==> src/rtl/mainfsm_ws_if.sv <==
// Control bundle between the multicycle controller FSM and the decode/datapath side.
// The master modport is the FSM; the slave modport is whoever supplies opcode fields and handshakes.
interface mainfsm_ws_if;
    logic [1:0] Op;
    logic [5:0] Funct;
    logic       MemReady;
    logic       FPUDone;
    logic       IRWrite;
    logic       AdrSrc;
    logic [1:0] ALUSrcA;
    logic [1:0] ALUSrcB;
    logic [1:0] ResultSrc;
    logic       NextPC;
    logic       RegW;
    logic       MemW;
    logic       Branch;
    logic       ALUOp;
    logic       MemReq;
    logic       FPUStart;
    logic       Fault;
    logic [3:0] State;

    modport master (
        input  Op, Funct, MemReady, FPUDone,
        output IRWrite, AdrSrc, ALUSrcA, ALUSrcB, ResultSrc, NextPC, RegW, MemW,
               Branch, ALUOp, MemReq, FPUStart, Fault, State
    );

    modport slave (
        output Op, Funct, MemReady, FPUDone,
        input  IRWrite, AdrSrc, ALUSrcA, ALUSrcB, ResultSrc, NextPC, RegW, MemW,
               Branch, ALUOp, MemReq, FPUStart, Fault, State
    );
endinterface

==> src/rtl/mainfsm_ws.sv <==
// Multicycle ARM control FSM with variable-latency memory, FPU handshake and a sticky watchdog fault.
// Latency: Moore outputs registered alongside the state; NextPC/IRWrite follow MemReady in FETCH the same cycle.
// Backpressure: FETCH/MEMRD/MEMWR hold on MemReady=0, FWAIT holds on FPUDone=0, each bounded by TIMEOUT.
module mainfsm_ws #(
    parameter int unsigned TIMEOUT = 16,
    parameter bit          FPU_EN  = 1'b1
) (
    input  logic          clk,
    input  logic          reset,
    mainfsm_ws_if.master  bus
);
    localparam int            CW    = (TIMEOUT > 0) ? $clog2(TIMEOUT + 1) : 1;
    localparam logic [CW-1:0] TMAX  = CW'(TIMEOUT);
    localparam bit            WD_EN = (TIMEOUT != 0);

    typedef enum logic [3:0] {
        FETCH    = 4'd0,
        DECODE   = 4'd1,
        MEMADR   = 4'd2,
        MEMRD    = 4'd3,
        MEMWB    = 4'd4,
        MEMWR    = 4'd5,
        EXECUTER = 4'd6,
        EXECUTEI = 4'd7,
        ALUWB    = 4'd8,
        BRANCH   = 4'd9,
        FAULT    = 4'd10,
        EXECUTEF = 4'd11,
        FWAIT    = 4'd12,
        FWB      = 4'd13
    } state_t;

    typedef struct packed {
        logic       adrsrc;
        logic [1:0] alusrca;
        logic [1:0] alusrcb;
        logic [1:0] resultsrc;
        logic       regw;
        logic       memw;
        logic       branch;
        logic       aluop;
        logic       memreq;
        logic       fpustart;
        logic       fault;
    } ctl_t;

    function automatic ctl_t decode(state_t s);
        ctl_t c;
        c = '0;
        case (s)
            FETCH:    begin c.memreq = 1'b1; c.alusrca = 2'b01; c.alusrcb = 2'b10; c.resultsrc = 2'b10; end
            DECODE:   begin c.alusrca = 2'b01; c.alusrcb = 2'b10; c.resultsrc = 2'b10; end
            MEMADR:   c.alusrcb = 2'b01;
            MEMRD:    begin c.adrsrc = 1'b1; c.memreq = 1'b1; end
            MEMWR:    begin c.adrsrc = 1'b1; c.memreq = 1'b1; c.memw = 1'b1; end
            MEMWB:    begin c.regw = 1'b1; c.resultsrc = 2'b01; end
            EXECUTER: c.aluop = 1'b1;
            EXECUTEI: begin c.aluop = 1'b1; c.alusrcb = 2'b01; end
            ALUWB:    c.regw = 1'b1;
            BRANCH:   begin c.branch = 1'b1; c.resultsrc = 2'b10; c.alusrcb = 2'b01; end
            EXECUTEF: c.fpustart = 1'b1;
            FWB:      begin c.regw = 1'b1; c.resultsrc = 2'b11; end
            FAULT:    c.fault = 1'b1;
            default:  c = '0;
        endcase
        return c;
    endfunction

    state_t        state;
    state_t        nxt;
    logic [CW-1:0] cnt;
    ctl_t          ctl;
    logic          expired;
    logic          unused_funct;

    assign expired      = WD_EN && (cnt == TMAX);
    assign unused_funct = ^bus.Funct[4:1];

    // A ready/done in the expiry cycle still takes the normal transition.
    always_comb begin
        nxt = state;
        case (state)
            FETCH:    if (bus.MemReady) nxt = DECODE;   else if (expired) nxt = FAULT;
            DECODE: begin
                case (bus.Op)
                    2'b00:   nxt = bus.Funct[5] ? EXECUTEI : EXECUTER;
                    2'b01:   nxt = MEMADR;
                    2'b10:   nxt = BRANCH;
                    default: nxt = FPU_EN ? EXECUTEF : FAULT;
                endcase
            end
            MEMADR:   nxt = bus.Funct[0] ? MEMRD : MEMWR;
            MEMRD:    if (bus.MemReady) nxt = MEMWB;   else if (expired) nxt = FAULT;
            MEMWR:    if (bus.MemReady) nxt = FETCH;   else if (expired) nxt = FAULT;
            FWAIT:    if (bus.FPUDone)  nxt = FWB;     else if (expired) nxt = FAULT;
            EXECUTER: nxt = ALUWB;
            EXECUTEI: nxt = ALUWB;
            EXECUTEF: nxt = FWAIT;
            MEMWB:    nxt = FETCH;
            ALUWB:    nxt = FETCH;
            BRANCH:   nxt = FETCH;
            FWB:      nxt = FETCH;
            FAULT:    nxt = FAULT;
            default:  nxt = FAULT;
        endcase
    end

    // Only wait states and FAULT ever self-loop, so "state unchanged" means "still waiting".
    always_ff @(posedge clk or negedge reset) begin
        if (!reset) begin
            state <= FETCH;
            cnt   <= '0;
            ctl   <= decode(FETCH);
        end else begin
            state <= nxt;
            ctl   <= decode(nxt);
            if (nxt != state)
                cnt <= '0;
            else if (cnt != TMAX)
                cnt <= cnt + CW'(1);
        end
    end

    // Strobes are gated by reset so they fall the instant reset asserts.
    assign bus.IRWrite   = (state == FETCH) && bus.MemReady && reset;
    assign bus.NextPC    = (state == FETCH) && bus.MemReady && reset;
    assign bus.AdrSrc    = ctl.adrsrc;
    assign bus.ALUSrcA   = ctl.alusrca;
    assign bus.ALUSrcB   = ctl.alusrcb;
    assign bus.ResultSrc = ctl.resultsrc;
    assign bus.RegW      = ctl.regw & reset;
    assign bus.MemW      = ctl.memw & reset;
    assign bus.Branch    = ctl.branch & reset;
    assign bus.ALUOp     = ctl.aluop;
    assign bus.MemReq    = ctl.memreq & reset;
    assign bus.FPUStart  = ctl.fpustart & reset;
    assign bus.Fault     = ctl.fault;
    assign bus.State     = state;
endmodule

==> src/flat_wrapper.sv <==
// flat-port wrapper written by rule: the top's interface ports become plain ports
module mainfsm_ws_flat 
#(
    parameter int unsigned TIMEOUT = 16,
    parameter bit          FPU_EN  = 1'b1
)
  (clk, reset, bus_Op, bus_Funct, bus_MemReady, bus_FPUDone, bus_IRWrite, bus_AdrSrc, bus_ALUSrcA, bus_ALUSrcB, bus_ResultSrc, bus_NextPC, bus_RegW, bus_MemW, bus_Branch, bus_ALUOp, bus_MemReq, bus_FPUStart, bus_Fault, bus_State);
  mainfsm_ws_if bus_i ();
  input  logic clk;
  input  logic reset;
  input wire logic [$bits(bus_i.Op)-1:0] bus_Op;
  input wire logic [$bits(bus_i.Funct)-1:0] bus_Funct;
  input wire logic [$bits(bus_i.MemReady)-1:0] bus_MemReady;
  input wire logic [$bits(bus_i.FPUDone)-1:0] bus_FPUDone;
  output wire logic [$bits(bus_i.IRWrite)-1:0] bus_IRWrite;
  output wire logic [$bits(bus_i.AdrSrc)-1:0] bus_AdrSrc;
  output wire logic [$bits(bus_i.ALUSrcA)-1:0] bus_ALUSrcA;
  output wire logic [$bits(bus_i.ALUSrcB)-1:0] bus_ALUSrcB;
  output wire logic [$bits(bus_i.ResultSrc)-1:0] bus_ResultSrc;
  output wire logic [$bits(bus_i.NextPC)-1:0] bus_NextPC;
  output wire logic [$bits(bus_i.RegW)-1:0] bus_RegW;
  output wire logic [$bits(bus_i.MemW)-1:0] bus_MemW;
  output wire logic [$bits(bus_i.Branch)-1:0] bus_Branch;
  output wire logic [$bits(bus_i.ALUOp)-1:0] bus_ALUOp;
  output wire logic [$bits(bus_i.MemReq)-1:0] bus_MemReq;
  output wire logic [$bits(bus_i.FPUStart)-1:0] bus_FPUStart;
  output wire logic [$bits(bus_i.Fault)-1:0] bus_Fault;
  output wire logic [$bits(bus_i.State)-1:0] bus_State;
  assign bus_i.Op = bus_Op;
  assign bus_i.Funct = bus_Funct;
  assign bus_i.MemReady = bus_MemReady;
  assign bus_i.FPUDone = bus_FPUDone;
  assign bus_IRWrite = bus_i.IRWrite;
  assign bus_AdrSrc = bus_i.AdrSrc;
  assign bus_ALUSrcA = bus_i.ALUSrcA;
  assign bus_ALUSrcB = bus_i.ALUSrcB;
  assign bus_ResultSrc = bus_i.ResultSrc;
  assign bus_NextPC = bus_i.NextPC;
  assign bus_RegW = bus_i.RegW;
  assign bus_MemW = bus_i.MemW;
  assign bus_Branch = bus_i.Branch;
  assign bus_ALUOp = bus_i.ALUOp;
  assign bus_MemReq = bus_i.MemReq;
  assign bus_FPUStart = bus_i.FPUStart;
  assign bus_Fault = bus_i.Fault;
  assign bus_State = bus_i.State;
  mainfsm_ws #(.TIMEOUT(TIMEOUT), .FPU_EN(FPU_EN)) u_core (.clk(clk), .reset(reset), .bus(bus_i));
endmodule
==> config.mk <==
export PLATFORM = sky130hd
export DESIGN_NAME = mainfsm_ws_flat
export DESIGN_NICKNAME = d
export VERILOG_FILES = /design/src/rtl/mainfsm_ws_if.sv /design/src/rtl/mainfsm_ws.sv /design/src/flat_wrapper.sv
export SDC_FILE = /design/constraint.sdc
export NUM_CORES = 1
export LEC_CHECK = 0
export BUFFER_PORTS_ARGS = -buffer_cell sky130_fd_sc_hd__buf_2
export CAP_MARGIN = 20
export CORE_ASPECT_RATIO = 0.8
export CORE_MARGIN = 3
export CORE_UTILIZATION = 54
export CTS_CLUSTER_SIZE = 8
export DETAILED_ROUTE_END_ITERATION = 8
export GPL_ROUTABILITY_DRIVEN = 0
export PLACE_DENSITY_LB_ADDON = 0.2
export SETUP_SLACK_MARGIN = 0.02
export SKIP_LAST_GASP = 1
export SLEW_MARGIN = 20
export SYNTH_ARGS = -nofsm -noshare
export SYNTH_HDL_FRONTEND = slang
export SYNTH_SLANG_ARGS = --single-unit
export TNS_END_PERCENT = 20
==> constraint.sdc <==
create_clock -name clk -period 2.1 [get_ports clk]
set_input_delay 0.42 -clock clk [delete_from_list [all_inputs] [get_ports clk]]
set_output_delay 0.42 -clock clk [all_outputs]
set_load 0.01 [all_outputs]
==> impl_metrics.csv, run 1 <==
group,metric,value,unit
floorplanning,ios,32,
yosys,synth_cell_types,55,
timing,drv_slew,0,
global_route,grt_start_max_net_pins,18,
hold_path,hold_start,"bus_Op[0]",
timing,fin_crit,2040,ps
yosys,synthTopCellsByCount,"18 x dfrtp_1, 12 x nor2_1, 10 x buf_4",
clock_tree,clock_path_buffers,2,
yosys,yosysMostFrequentCell,"dfrtp_1",
routing,drc,0,
global_route,globalRouteOverflowTotal,0,
yosys,synth_area_leaders,"dfrtp_1 30%, dfstp_2 5.3%, buf_4 5.1%",
floorplanning,initial_utilization,58.6,%
clock_tree,cts_tree,"built",
yosys,yosysTopAreaCell,"dfrtp_1",
timing,timing.fmax,491,MHz
yosys,synth-async-reset-ratio,100,%
place,dp_slack,39.1,ps
global_route,grt_first_pass_wirelength,5460,um
critical_path,required,2340,ps
timing,fin_skew,3.38,ps
routing,vias,1251,
cells_and_area,antenna_cells,0,
clock_tree,cts_sinks,21,
timing,grt_setup_unrepaired,"yes",
critical_path,rrSetupSlack,60,ps
routing,drt_iter0_drc,24,
pwr,p_leak,0.860,nW
clock_tree,cts_root_buffer,"clkbuf_4",
global_route,grt_pass1_vias,1164,
routing,via_per_inst,5.42,
cells_and_area,finalNetCount,210,
critical_path,arrival,2280,ps
hold_path,hold_end,"u_core.bus.ALUOp",
place,place.port_buffers,26,
job,max-cap-violations,0,
critical_path,cp-end-kind,"flop",
yosys,syn_nets,167,
critical_path,cp_max_fo,8,
routing,antenna_left,0,
yosys,yosysTopAreaCellShare,30.5,%
critical_path,worstSetupPathType,"reg -> reg",
hold_path,holdPathStages,3,
timing,tns,0,ps
routing,firstDrtPassIters,4,
clock_tree,cts_made_buffers,3,
pwr,powerDensity,1540,nW/um2
global_route,grt.total_usage,21.0,%
floorplanning,fp.dieH,52.8,um
timing,finalSetupViolCount,0,
floorplanning,row_count,16,
global_route,antenna_found_initial,0,
cells_and_area,utilization,71.8,%
clock_tree,clk_pin_slew_worst_paths,120,ps
timing,post-route-period-util,97.1,%
hold_path,min_path_type,"in -> reg",
routing,avgRoutedWirePerCell,14.3,um
yosys,synthFlopType,"dfrtp_1",
floorplanning,die_x,64.5,um
critical_path,start_kind,"flop",
timing,setup_ws,61.7,ps
yosys,synth_seq_cells,21,
pwr,vdd_drop_max,716,uV
status,outcome,"finished clean",
yosys,synth_area,1480,um2
yosys,syn_area_per_cell,9.67,um2
yosys,syn_inst,153,
yosys,yosysWarnings,0,
critical_path,reg2reg_depth,7,
critical_path,r2r-end,"u_core.ctl[2]",
cells_and_area,area_growth,22.4,%
floorplanning,die-area,3410,um2
timing,hold_viol,0,
place,hpwl,2510,um
floorplanning,fp.coreArea,2520,um2
yosys,synth_seq_area_share,35.8,%
routing,detail_route.wirelength,3310,um
pwr,totalPowerFinal,0.00278,W
clock_tree,clk_latency,300,ps
yosys,synth_edf_count,0,
critical_path,r2r-start,"u_core.bus.State[1]",
cells_and_area,final_layout_size_suffix_gt1_share,43.6,%
clock_tree,cts-htree-levels,1,
cells in the final DEF, fill, tap and decap left out, types with 3 or more instances in the layout:
cell and count:
o21ai_1 4, dfstp_2 3, o211ai_1 3, nor2_1 12
inv_1 8, buf_4 26, nand2_1 8, o21a_1 3
nand3_1 3, xor2_1 3, nor3_1 8, clkbuf_4 3
nor3b_1 4, dfrtp_2 3, dfrtp_1 15, o21ai_0 3
and2_1 6, a21oi_1 4, buf_2 27
where the power goes:
part           switching, W  leakage [nW]  internal (W)
Sequential         0.000107         0.271      0.000552
Combinational      0.000985         0.574      0.000942
Clock              0.000119        0.0150     0.0000739
Total               0.00121         0.860       0.00157
what timing repair did:
action / 4_1_cts / 5_1_grt
setup buffers: 0 / 2
hold endpoints to repair: 5 / 0
pin swaps: 0 / 0
gates resized for setup: 1 / 7
hold buffers: 1 / 0
setup endpoints to repair: 5 / 12
cell families (layout without fill, tap and decap cells):
logic type,after synthesis,after routing,synth area share [%]
other,1,1,0.254
flip-flops,21,21,35.8
AO/OA/AOI/OAI,33,33,17.6
buffers and inverters,25,67,11.1
adder cells (fa/ha/maj),2,2,1.69
XOR/XNOR,6,6,4.06
AND/OR/NAND/NOR,63,63,27.7
multiplexers,2,2,1.78
stage by stage:
stage / cells / hold WS [ps] / area, um2
finish: 231 / 471 / 1810
global route: 231 / 466 / 1810
CTS: 229 / 458 / 1770
detailed placement: 224 / 308 / 1730
global placement: 224 / 304 / 1730
floorplan: 153 / 124 / 1480
worst max-delay path, stage by stage (launching register included):
cell	delay, ps
dfrtp_2	490
buf_2	190
and4bb_2	320
nand2b_1	80
a22o_1	220
o211ai_2	140
nand2b_4	210
mux2_2	330
per-layer routing:
metal / track usage [%] / share of wire [%]
met1: 29.0 / 48
met2: 34.2 / 48
met3: 2.79 / 3.3
met4: 6.32 / 0.51
met5: 0 / 0
area by class of cell:
cell class	count	area [um2]
Timing Repair Buffer	55	360
Multi-Input combinational cell	107	816
Sequential cell	21	533
Tap cell	36	45.0
Inverter	8	30.0
Fill cell	206	712
Clock buffer	4	26.3
worst max path at each step:
stage	from	endpoint	slack [ps]	cells past startpoint
finish	u_core.bus.State[1]	u_core.ctl[2]	60	7
global route	u_core.bus.State[2]	u_core.ctl[6]	-10	7
detailed placement	u_core.bus.State[1]	u_core.cnt[4]	40	7
CTS	u_core.bus.State[1]	u_core.cnt[2]	20	7
global placement	u_core.bus.State[1]	u_core.ctl[6]	90	7
floorplan	u_core.bus.State[2]	u_core.ctl[6]	190	8
sequential cells by signal (all words and copies together) (netlist names):
register	flops
u_core.bus.Fault	1
u_core.cnt	5
u_core.bus.AdrSrc	1
u_core.bus.State	4
u_core.ctl	5
u_core.bus.ALUSrcA	1
u_core.bus.ResultSrc	2
u_core.bus.ALUOp	1
u_core.bus.ALUSrcB	1
Power figures use the tool's default switching activity.
==> inputs of run 2 (changes only) <==
--- a/config.mk
+++ b/config.mk
@@ -5,6 +5,7 @@
 export SDC_FILE = /design/constraint.sdc
 export NUM_CORES = 1
 export LEC_CHECK = 0
+export ABC_AREA = 1
 export BUFFER_PORTS_ARGS = -buffer_cell sky130_fd_sc_hd__buf_2
 export CAP_MARGIN = 20
 export CORE_ASPECT_RATIO = 0.8
==> impl_metrics.csv, run 2 <==
group,metric,value,unit
pwr,p_leak,0.977,nW
critical_path,r2r-start,"u_core.cnt[0]",
floorplanning,fp.dieH,52.9,um
critical_path,rrSetupSlack,210,ps
routing,firstDrtPassIters,5,
pwr,vdd_drop_max,271,uV
hold_path,hold_end,"u_core.bus.ALUOp",
critical_path,critical_path.top_delay_family,"flip-flops",
floorplanning,die_x,64.7,um
yosys,synth_edf_count,0,
critical_path,arrival,1560,ps
floorplanning,fp.coreArea,2540,um2
timing,tns,0,ps
clock_tree,cts_made_buffers,3,
clock_tree,clk_pin_slew_worst_paths,110,ps
yosys,synth-async-reset-ratio,100,%
yosys,syn_area_per_cell,7.71,um2
global_route,globalRouteOverflowTotal,0,
yosys,synthTopCellsByCount,"43 x nand2_1, 27 x inv_1, 20 x nand3_1",
cells_and_area,finalNetCount,234,
cells_and_area,n_fill_cell,225,
yosys,synth_seq_cells,21,
critical_path,start_kind,"flop",
pwr,powerDensity,376,nW/um2
routing,via_per_inst,5.11,
clock_tree,cts_root_buffer,"clkbuf_4",
critical_path,worstSetupPathType,"reg -> out",
cells_and_area,antenna_cells,0,
critical_path,critical_path_buf_inv_count,2,
cells_and_area,seqCellArea,531,um2
clock_tree,cts_tree,"built",
yosys,syn_nets,207,
routing,avgRoutedWirePerCell,11.9,um
critical_path,cp_slowest_cell,"dfrtp_2",
cells_and_area,area_growth,12.3,%
place,hpwl,2490,um
yosys,synth_area,1490,um2
floorplanning,ios,32,
critical_path,startpoint,"u_core.bus.State[2]",
yosys,syn_inst,193,
routing,drc,0,
critical_path,r2r-end,"u_core.cnt[4]",
routing,vias,1302,
routing,detail_route.wirelength,3040,um
yosys,yosysMostFrequentCell,"nand2_1",
clock_tree,cts-htree-levels,1,
floorplanning,initial_utilization,58.5,%
timing,fin_crit,1980,ps
place,place.port_buffers,26,
critical_path,reg2reg_depth,13,
cells_and_area,final_area,1670,um2
timing,timing.fmax,506,MHz
cells_and_area,layout_common_cells,"43 x nand2_1, 27 x inv_1, 25 x buf_2, 19 x nand3_1, 17 x dfrtp_1",
cells_and_area,final_common_cell,"nand2_1",
critical_path,crit_chain,"buf_4, nor2_4, nand3_2, nor2_1, buf_2",
floorplanning,die-area,3420,um2
clock_tree,clk_latency,310,ps
global_route,grt_pass1_vias,1221,
timing,fin_skew,10.9,ps
timing,drv_slew,0,
hold_path,hold_start,"bus_Op[0]",
job,max-cap-violations,0,
hold_path,holdPathStages,4,
critical_path,cp_max_fo,8,
yosys,synthFlopType,"dfrtp_1",
routing,antenna_left,0,
timing,post-route-period-util,94.1,%
yosys,yosysTopAreaCellShare,30.3,%
yosys,yosysTopAreaCell,"dfrtp_1",
place,dp_slack,255,ps
clock_tree,cts_sinks,21,
yosys,yosysWarnings,0,
critical_path,cp-end-kind,"output pin",
place,placed_cell_area,1610,um2
routing,drt_iter0_drc,68,
global_route,grt.total_usage,20.2,%
critical_path,required,1680,ps
timing,grt_setup_unrepaired,"no",
global_route,antenna_found_initial,0,
timing,setup_ws,124,ps
cells_and_area,multi_input_area,774,um2
status,outcome,"finished clean",
global_route,grt_first_pass_wirelength,5310,um
timing,finalSetupViolCount,0,
yosys,synth_seq_area_share,35.6,%
floorplanning,row_count,16,
clock_tree,clock_path_buffers,2,
timing,hold_viol,0,
yosys,synth_area_leaders,"dfrtp_1 30%, nand2_1 11%, inv_1 6.8%",
hold_path,min_path_type,"in -> reg",
yosys,synth_cell_types,27,
cells_and_area,final_layout_size_suffix_gt1_share,38.4,%
critical_path,critPathMaxStageDelay,470,ps
global_route,grt_start_max_net_pins,17,
==> run 2: cell types whose count changed in the layout (fill, tap and decap cells not counted), sizes merged, moves of 5 or more <==
cell   change
nand2     +53
buf       -25
inv       +23
nand3     +21
nor2      +12
and2       -6
nor3       -5
nor3b      -5
==> run 2: cells by family (layout without fill, tap and decap cells) <==
group / Yosys count / after routing / share of synthesized area (%)
AND/OR/NAND/NOR: 117 / 117 / 43.7
AO/OA/AOI/OAI: 7 / 7 / 3.70
XOR/XNOR: 4 / 4 / 2.35
other: 1 / 1 / 0.252
adder cells (fa/ha/maj): 2 / 2 / 1.68
buffers and inverters: 41 / 67 / 12.7
flip-flops: 21 / 21 / 35.6
==> run 2: power breakdown <==
group          internal, W  total (W)  switching (W)
Clock            0.0000711   0.000193       0.000122
Sequential        0.000405   0.000405              0
Combinational   0.00000980  0.0000306      0.0000208
Total             0.000485   0.000629       0.000143
==> run 2: worst max path at each step <==
stage,end,depth (start not counted)
after floorplan,bus_NextPC,5
after global placement,u_core.cnt[1],13
after detailed placement,u_core.cnt[1],13
after CTS,bus_IRWrite,5
after global routing,bus_NextPC,5
final,bus_IRWrite,5
==> run 2: tightest hold or removal path, cell delays in order <==
cell     delay (ps)
buf_2           100
inv_1            60
nand3_2         100
inv_1            50
==> run 2: layout make-up <==
type	count	area share (%)
clock buffer	3	1.35
clock inverter	1	0.300
inverter	32	7.19
multi-input combinational	131	46.4
sequential	21	31.8
tap	36	2.70
timing repair buffer	31	10.3
==> run 2: what timing repair did <==
action | in CTS | in global routing
endpoints found under the setup margin | 0 | 2
hold buffers | 1 | 0
endpoints found under the hold margin | 6 | 0
setup buffers | 0 | 2
resized for setup | 0 | 3
==> run 2: per-stage QoR <==
step           std cells  hold WS (ps)  total power, W  utilization [%]
6_report             255           448        0.000629             65.7
5_1_grt              255           436        0.000658             65.7
4_1_cts              253           439        0.000635             64.8
3_5_place_dp         248           315        0.000441             63.3
3_3_place_gp         248           310        0.000440             63.3
2_1_floorplan        193           124        0.000422                -
==> run 2: layer usage <==
metal  GRT usage, %  wire, um  up-vias
met2           36.5      1480       46
met4           3.86        25        0
met5              0         0        -
met1           24.9      1330      612
met3           4.67       205        6
li1               -         -      638
==> inputs of run 3 (changes only) <==
--- a/config.mk
+++ b/config.mk
@@ -14,7 +14,7 @@
 export CTS_CLUSTER_SIZE = 8
 export DETAILED_ROUTE_END_ITERATION = 8
 export GPL_ROUTABILITY_DRIVEN = 0
-export PLACE_DENSITY_LB_ADDON = 0.2
+export PLACE_DENSITY_LB_ADDON = 0.12
 export SETUP_SLACK_MARGIN = 0.02
 export SKIP_LAST_GASP = 1
 export SLEW_MARGIN = 20
==> impl_metrics.csv, run 3 (same netlist as run 2, synthesis figures left out) <==
group,metric,value,unit
status,outcome,"finished clean",
timing,timing.fmax,509,MHz
routing,drc,0,
cells_and_area,layout_common_cells,"43 x nand2_1, 27 x inv_1, 25 x buf_2, 20 x nand3_1, 17 x dfrtp_1",
clock_tree,cts_made_buffers,3,
place,placed_cell_area,1610,um2
timing,post-route-period-util,93.6,%
clock_tree,cts-htree-levels,1,
critical_path,cp-end-kind,"output pin",
global_route,grt_start_max_net_pins,18,
hold_path,min_path_type,"in -> reg",
pwr,vdd_drop_max,375,uV
timing,fin_skew,4.82,ps
pwr,p_leak,0.982,nW
timing,fin_crit,1960,ps
floorplanning,fp.coreArea,2540,um2
global_route,grt.total_usage,19.2,%
routing,via_per_inst,5.06,
cells_and_area,final_area,1670,um2
timing,grt_setup_unrepaired,"no",
floorplanning,initial_utilization,58.5,%
critical_path,reg2reg_depth,14,
timing,tns,0,ps
routing,firstDrtPassIters,5,
pwr,powerDensity,373,nW/um2
clock_tree,cts_sinks,21,
cells_and_area,n_fill_cell,232,
routing,vias,1295,
cells_and_area,final_common_cell,"nand2_1",
clock_tree,clock_path_buffers,2,
clock_tree,cts_root_buffer,"clkbuf_4",
critical_path,required,1680,ps
floorplanning,ios,32,
global_route,antenna_found_initial,0,
global_route,grt_first_pass_wirelength,5110,um
clock_tree,cts_tree,"built",
cells_and_area,finalNetCount,235,
cells_and_area,area_growth,12.4,%
global_route,globalRouteOverflowTotal,0,
hold_path,holdPathStages,4,
routing,drt_iter0_drc,65,
timing,hold_viol,0,
critical_path,cp_max_fo,7,
routing,avgRoutedWirePerCell,11.8,um
cells_and_area,utilization,65.8,%
cells_and_area,antenna_cells,0,
place,place.port_buffers,26,
floorplanning,row_count,16,
routing,detail_route.wirelength,3020,um
critical_path,worstSetupPathType,"reg -> out",
floorplanning,die_x,64.7,um
critical_path,arrival,1540,ps
critical_path,start_kind,"flop",
clock_tree,clk_pin_slew_worst_paths,110,ps
global_route,grt_pass1_vias,1160,
floorplanning,die-area,3420,um2
cells_and_area,final_layout_size_suffix_gt1_share,38.2,%
routing,antenna_left,0,
timing,drv_slew,0,
floorplanning,fp.dieH,52.9,um
timing,finalSetupViolCount,0,
job,max-cap-violations,0,
place,hpwl,2360,um
pwr,totalPowerFinal,0.000624,W
clock_tree,clk_latency,300,ps
run 3: changes by cell type in the layout (fill, tap and decap cells not counted), sizes merged:
cell,before,now
buf,29,30
run 3: where the power goes:
part | total, W | leakage (nW) | switching [W] | internal (W)
Sequential | 0.000405 | 0.260 | 0 | 0.000405
Combinational | 0.0000309 | 0.704 | 0.0000211 | 0.00000981
Clock | 0.000189 | 0.0177 | 0.000118 | 0.0000710
run 3: timing repair:
action | 4_1_cts | 5_1_grt
hold endpoints to repair | 7 | 0
endpoints found under the setup margin | 0 | 2
resized for setup | 0 | 2
hold buffers | 1 | 0
setup buffers | 0 | 3
run 3: layout make-up:
cell class              count  area [um2]  share of cell area [%]
inverters                  32         120                    7.18
clock buffers               3        22.5                    1.35
repair buffers             32         180                    10.8
well taps                  36        45.0                    2.69
flip-flops and latches     21         531                    31.7
multi-input cells         131         769                    46.0
clock inverters             1        5.00                   0.299
run 3: metrics by stage:
| stage | instances | worst slack, ps | hold WS (ps) |
|---|---|---|---|
| finish | 256 | 135 | 451 |
| global route | 256 | 30.7 | 456 |
| CTS | 253 | 84.8 | 434 |
| detailed placement | 248 | 271 | 326 |
| global placement | 248 | 297 | 320 |
| floorplan | 193 | 418 | 124 |
run 3: worst max-delay path: stages (launching register included):
cell     delay, ps
dfrtp_2        480
buf_4          180
nor2_4         190
nand3_1        140
nor2_1         120
buf_2          140
run 3: final timing paths:
kind,from,slack [ps],end
max in group asynchronous,reset,1180,u_core.bus.State[2]
min in group asynchronous,reset,510,u_core.bus.ResultSrc[0]
max reg2reg,u_core.bus.State[2],180,u_core.cnt[1]
min,bus_Op[0],450,u_core.bus.ALUOp
min reg2reg,u_core.cnt[4],580,u_core.cnt[4]
max,u_core.bus.State[2],140,bus_IRWrite
run 3: metal layers:
layer,up-vias,wire (um),global-route usage (%),share of wire (%)
met5,-,0,0,0
met1,596,1360,26.6,45
met2,53,1360,31.5,45
li1,640,-,-,-
met4,0,33,2.11,1.1
met3,6,267,4.88,8.8
